===== config.mk =====
export PLATFORM = sky130hd
export DESIGN_NAME = debounce_scheduler
export DESIGN_NICKNAME = d
export VERILOG_FILES = /design/src/rtl/debounce_scheduler.sv
export SDC_FILE = /design/constraint.sdc
export NUM_CORES = 1
export LEC_CHECK = 0
export CORE_MARGIN = 4
export CORE_UTILIZATION = 52
export CTS_CLUSTER_DIAMETER = 200
export DETAILED_ROUTE_END_ITERATION = 6
export PLACE_DENSITY = 0.84
export SKIP_LAST_GASP = 1
export SYNTH_ARGS = -nofsm -noshare
export SYNTH_HDL_FRONTEND = slang
export SYNTH_SLANG_ARGS = --single-unit

===== constraint.sdc =====
create_clock -name clk -period 4.7 [get_ports clk]
set_input_delay 0.47 -clock clk [delete_from_list [all_inputs] [get_ports clk]]
set_output_delay 0.47 -clock clk [all_outputs]
set_load 0.05 [all_outputs]

===== src/rtl/debounce_scheduler.sv =====
// Round-robin shared debounce timer over N raw pins; press/release events on valid/ready.
// Event rises DEBOUNCE_CYCLES+2 edges after a clean level is first sampled; backpressure stalls the timer.
module debounce_scheduler #(
  parameter int N_INPUTS        = 4,
  parameter int DEBOUNCE_CYCLES = 100000
) (
  input  logic                        clk,
  input  logic                        reset,
  input  logic [N_INPUTS-1:0]         raw_inputs,
  output logic [N_INPUTS-1:0]         stable_state,
  output logic                        timing_active,
  output logic                        event_valid,
  input  logic                        event_ready,
  output logic [$clog2(N_INPUTS)-1:0] event_index,
  output logic                        event_pressed
);

  localparam int IW = $clog2(N_INPUTS);
  localparam int CW = $clog2(DEBOUNCE_CYCLES);

  typedef enum logic [1:0] {S_IDLE, S_TIMING, S_REPORT} state_t;

  state_t              r_state, w_state_nxt;
  logic [N_INPUTS-1:0] r_sync1, r_sync2;
  logic [N_INPUTS-1:0] r_stable, w_stable_nxt;
  logic [IW-1:0]       r_rr_ptr, w_rr_nxt;
  logic [IW-1:0]       r_cur_idx, w_cur_nxt;
  logic [CW-1:0]       r_cnt, w_cnt_nxt;
  logic                r_evt_vld, w_vld_nxt;
  logic [IW-1:0]       r_evt_idx, w_idx_nxt;
  logic                r_evt_pressed, w_pressed_nxt;
  logic [N_INPUTS-1:0] w_mismatch;
  logic [IW:0]         w_pick;

  function automatic logic [IW-1:0] wrap_inc(input logic [IW-1:0] v);
    if (int'(v) == N_INPUTS - 1) return '0;
    return v + 1'b1;
  endfunction

  // Returns {found, index}; the lowest offset from ptr wins, so scan offsets downwards.
  function automatic logic [IW:0] rr_pick(input logic [N_INPUTS-1:0] req,
                                          input logic [IW-1:0]       ptr);
    logic [IW:0] res;
    int          s;
    res = '0;
    for (int k = N_INPUTS - 1; k >= 0; k--) begin
      s = int'(ptr) + k;
      if (s >= N_INPUTS) s = s - N_INPUTS;
      if (req[IW'(s)]) res = {1'b1, IW'(s)};
    end
    return res;
  endfunction

  assign w_mismatch = r_sync2 ^ r_stable;
  assign w_pick     = rr_pick(w_mismatch, r_rr_ptr);

  always_comb begin
    w_state_nxt   = r_state;
    w_stable_nxt  = r_stable;
    w_rr_nxt      = r_rr_ptr;
    w_cur_nxt     = r_cur_idx;
    w_cnt_nxt     = r_cnt;
    w_vld_nxt     = r_evt_vld;
    w_idx_nxt     = r_evt_idx;
    w_pressed_nxt = r_evt_pressed;
    case (r_state)
      S_IDLE: begin
        if (w_pick[IW]) begin
          w_cur_nxt   = w_pick[IW-1:0];
          w_cnt_nxt   = '0;
          w_state_nxt = S_TIMING;
        end
      end
      S_TIMING: begin
        if (!w_mismatch[r_cur_idx]) begin
          // Bounced back to the stable level: give the timer to the next pin.
          w_rr_nxt    = wrap_inc(r_cur_idx);
          w_state_nxt = S_IDLE;
        end else if (r_cnt == CW'(DEBOUNCE_CYCLES - 1)) begin
          w_stable_nxt[r_cur_idx] = r_sync2[r_cur_idx];
          w_idx_nxt               = r_cur_idx;
          w_pressed_nxt           = r_sync2[r_cur_idx];
          w_vld_nxt               = 1'b1;
          w_state_nxt             = S_REPORT;
        end else begin
          w_cnt_nxt = r_cnt + 1'b1;
        end
      end
      S_REPORT: begin
        if (event_ready) begin
          w_vld_nxt   = 1'b0;
          w_rr_nxt    = wrap_inc(r_cur_idx);
          w_state_nxt = S_IDLE;
        end
      end
      default: w_state_nxt = S_IDLE;
    endcase
  end

  always_ff @(posedge clk) begin
    if (reset) begin
      r_state       <= S_IDLE;
      r_sync1       <= '0;
      r_sync2       <= '0;
      r_stable      <= '0;
      r_rr_ptr      <= '0;
      r_cur_idx     <= '0;
      r_cnt         <= '0;
      r_evt_vld     <= 1'b0;
      r_evt_idx     <= '0;
      r_evt_pressed <= 1'b0;
    end else begin
      r_state       <= w_state_nxt;
      r_sync1       <= raw_inputs;
      r_sync2       <= r_sync1;
      r_stable      <= w_stable_nxt;
      r_rr_ptr      <= w_rr_nxt;
      r_cur_idx     <= w_cur_nxt;
      r_cnt         <= w_cnt_nxt;
      r_evt_vld     <= w_vld_nxt;
      r_evt_idx     <= w_idx_nxt;
      r_evt_pressed <= w_pressed_nxt;
    end
  end

  assign stable_state  = r_stable;
  assign timing_active = (r_state == S_TIMING);
  assign event_valid   = r_evt_vld;
  assign event_index   = r_evt_idx;
  assign event_pressed = r_evt_pressed;

endmodule


==> key figures <==
Logic synthesis
  – Most common cell in the synthesized netlist: dfxtp_1
  – Cell taking the most area after synthesis: dfxtp_1
  – Synth Register Bits: 39
  – Synth Instances: 213
  – Mux cell area share after synthesis: 8.041%
  – Most used DFF post-synth: dfxtp_1
  – Adder-cell area share of the yosys netlist: 3.191%
  – Register area share after synthesis: 39.82%
  – Simple-Gate Fraction of Synth Area: 25.72%
  – Number of synthesized flops with an enable pin: 0
  – Syn. warnings: 0
  – Post-Synthesis Cell Area: 0.001961 mm²
  – Main combinational cell family by area after synthesis: simple AND/OR/NAND/NOR gates
  – Syn Nets: 225
  – Fraction of registers with async set/reset: 0%
  – Post-synth top cells: dfxtp_1 (39), nand3_1 (16), nor2_1 (16)
  – Synth Area in Compound Gates: 14.61%
  – Library cells used by synthesis: 37
  – Top cell type's share of synthesized area: 39.82%
  – Post-synthesis xor/xnor area fraction: 4.403%
  – Syn Area/Cell: 9.205 µm²
  – Dominant cells by area after synthesis: dfxtp_1 (40%), mux2i_1 (4.6%), or4_1 (4.6%)

Min path
  – HP Class: register to register
  – Worst Hold Path Cells: 1

Detailed routing
  – Total Routed Length: 4030 µm
  – Router iterations before antenna repair: 4
  – DRT iter0 DRCs: 90
  – DRC errors left: 0
  – Detailed-route wire length per cell: 14.60 µm
  – Via count: 1629
  – Vias per cell: 5.902
  – Antenna viol nets, final: 0

Floorplan
  – Io pins: 16
  – Die Y: 69.41 µm
  – Initial Utilization: 53.55%
  – Die W: 69.41 µm
  – Placement Rows: 22
  – Core box area: 0.003661 mm²
  – Die ar.: 0.004817 mm²

Finish
  – Nets: 239
  – FF+latch area: 780.7 µm²
  – Multi-input logic area: 0.001097 mm²
  – Final core occ: 60.80%
  – Antenna fix cells: 0
  – Layout Cells excl Fill: 276
  – Share of layout cells above drive strength 1: 7.456%
  – Fillers: 290
  – Area Growth Syn to Fin: 13.53%

Clock network
  – Post-CTS resize count: 0
  – Setup bufs post-CTS: 0
  – H-tree depth: 2
  – Max Root-Sink Buffers: 2
  – Total CTS buffers: 5
  – Clk_lat worst skew: 310 ps
  – CTS Hold Bufs: 0
  – Worst-path clk slew: 80 ps
  – Root Driver: clkbuf_8
  – CTS sink count: 39
  – CTS tree: yes

STA
  – Setup violators final: 0
  – Period utilization: 52.43%
  – Measured slew at the worst slew-check pin: 737.7 ps
  – Fmax: 0.4058 GHz
  – RSZ-0062 raised after global routing: no
  – Clock skew: 10.34 ps
  – Min cycle time layout: 2464 ps
  – Number of hold violations in the final report: 0
  – Rel. slew slack: 50.58%
  – Final setup TNS: 0 ps
  – Max-slew violations: 0

Setup path
  – Setup crit start kind: register
  – Worst endpoint required time: 4230 ps
  – Critical Path AT: 1990 ps
  – Critical path peak fanout: 6
  – R2R cell count: 6
  – CP peak stage delay: 850 ps
  – Slowest cell on crit path: clkdlybuf4s50_1
  – Crit-path cells: nand2b_1 -> inv_1 -> clkdlybuf4s50_1
  – Setup crit end kind: primary output
  – Crit Path Class: register to primary output

Run
  – Maxcap violations: 0

Run status
  – Status: finished clean

Power
  – Maximum VDD drop: 0.1908 mV
  – LEAKAGE: 0.7596 nW
  – Pwr Density: 284.6 mW/mm²

GRT
  – First-pass GRT wire length: 6734 µm
  – Gr usage total: 17.25%
  – Largest net degree at the start of global routing: 35
  – Initial antenna violation count: 0
  – Total global routing overflow: 0
  – Number of global-route vias before repair: 1482

Place
  – Placed wire-length estimate: 2774 µm
  – Post-Place Cells: 268
  – Routability Congestion: 0.8611
  – Buffers on Ports: 15
cells in the final DEF (no fill, tap or decap), types with 8 or more instances in the layout:
cell type | netlist | routed
a21oi_1 | 14 | 14
clkdlybuf4s50_1 | 0 | 15
dfxtp_1 | 39 | 39
inv_1 | 10 | 10
mux2i_1 | 9 | 9
nand2_1 | 12 | 12
nand3_1 | 16 | 16
nor2_1 | 16 | 16
nor2b_1 | 8 | 8
o21ai_0 | 9 | 9
or4_1 | 12 | 12
area by class of cell:
type | count | area share, %
clock buffer | 5 | 3.092
clock inverter | 3 | 1.068
inverter | 10 | 1.686
tap | 48 | 2.698
multi-input combinational | 155 | 49.30
timing repair buffer | 16 | 7.083
sequential | 39 | 35.08
routing by layer:
metal  global-route usage (%)  wire [µm]  part of all wire, %
met2                    27.01       1859                   46
met4                    6.508         61                  1.5
met5                        0          0                    0
met3                    6.087        219                  5.4
met1                    21.75       1889                   47
worst max-delay path: cells and delay by family (launching register included):
kind | cells | cell delay [ps]
buffers and inverters | 2 | 1090
flip-flops | 1 | 360
AND/OR/NAND/NOR | 1 | 250
flip-flops by register name, indices dropped and copies added, names as in the netlist:
signal / flops
r_sync1: 4
event_index: 2
r_cur_idx: 2
event_pressed: 1
r_cnt: 17
r_rr_ptr: 2
stable_state: 4
r_sync2: 4
event_valid: 1
r_state: 2
metrics by stage:
step                      hold WS, ps  setup slack [ps]  power (mW)  cell area (µm²)
after global routing            469.0              2155      0.6590             2226
after global placement          416.1              2518      0.4008             2133
after CTS                       444.5              2228      0.6394             2226
after detailed placement        424.7              2470      0.4025             2133
final                           442.6              2236      0.6335             2226
after floorplan                 413.8              2362      0.3867             1961
cell families after synthesis:
family / Yosys count
flip-flops: 39
AND/OR/NAND/NOR: 88
AO/OA/AOI/OAI: 41
adder cells (fa/ha/maj): 5
buffers and inverters: 19
XOR/XNOR: 9
multiplexers: 12
path summary, 6_finish.rpt:
kind                                              start                     to  slack [ps]
worst max-delay path            r_state[1]$_SDFFE_PP0P_          timing_active        2240
worst min-delay path              r_sync1[3]$_SDFF_PP0_  r_sync2[3]$_SDFF_PP0_         440
worst max register to register    r_cnt[0]$_SDFFE_PP0P_  r_cnt[3]$_SDFFE_PP0P_        2440
worst min register to register    r_sync1[3]$_SDFF_PP0_  r_sync2[3]$_SDFF_PP0_         440
power by group:
| group | switching, mW | internal [mW] |
|---|---|---|
| Sequential | 0.00607 | 0.336 |
| Combinational | 0.0323 | 0.0215 |
| Clock | 0.132 | 0.106 |
(Power assumes the default switching activity.)
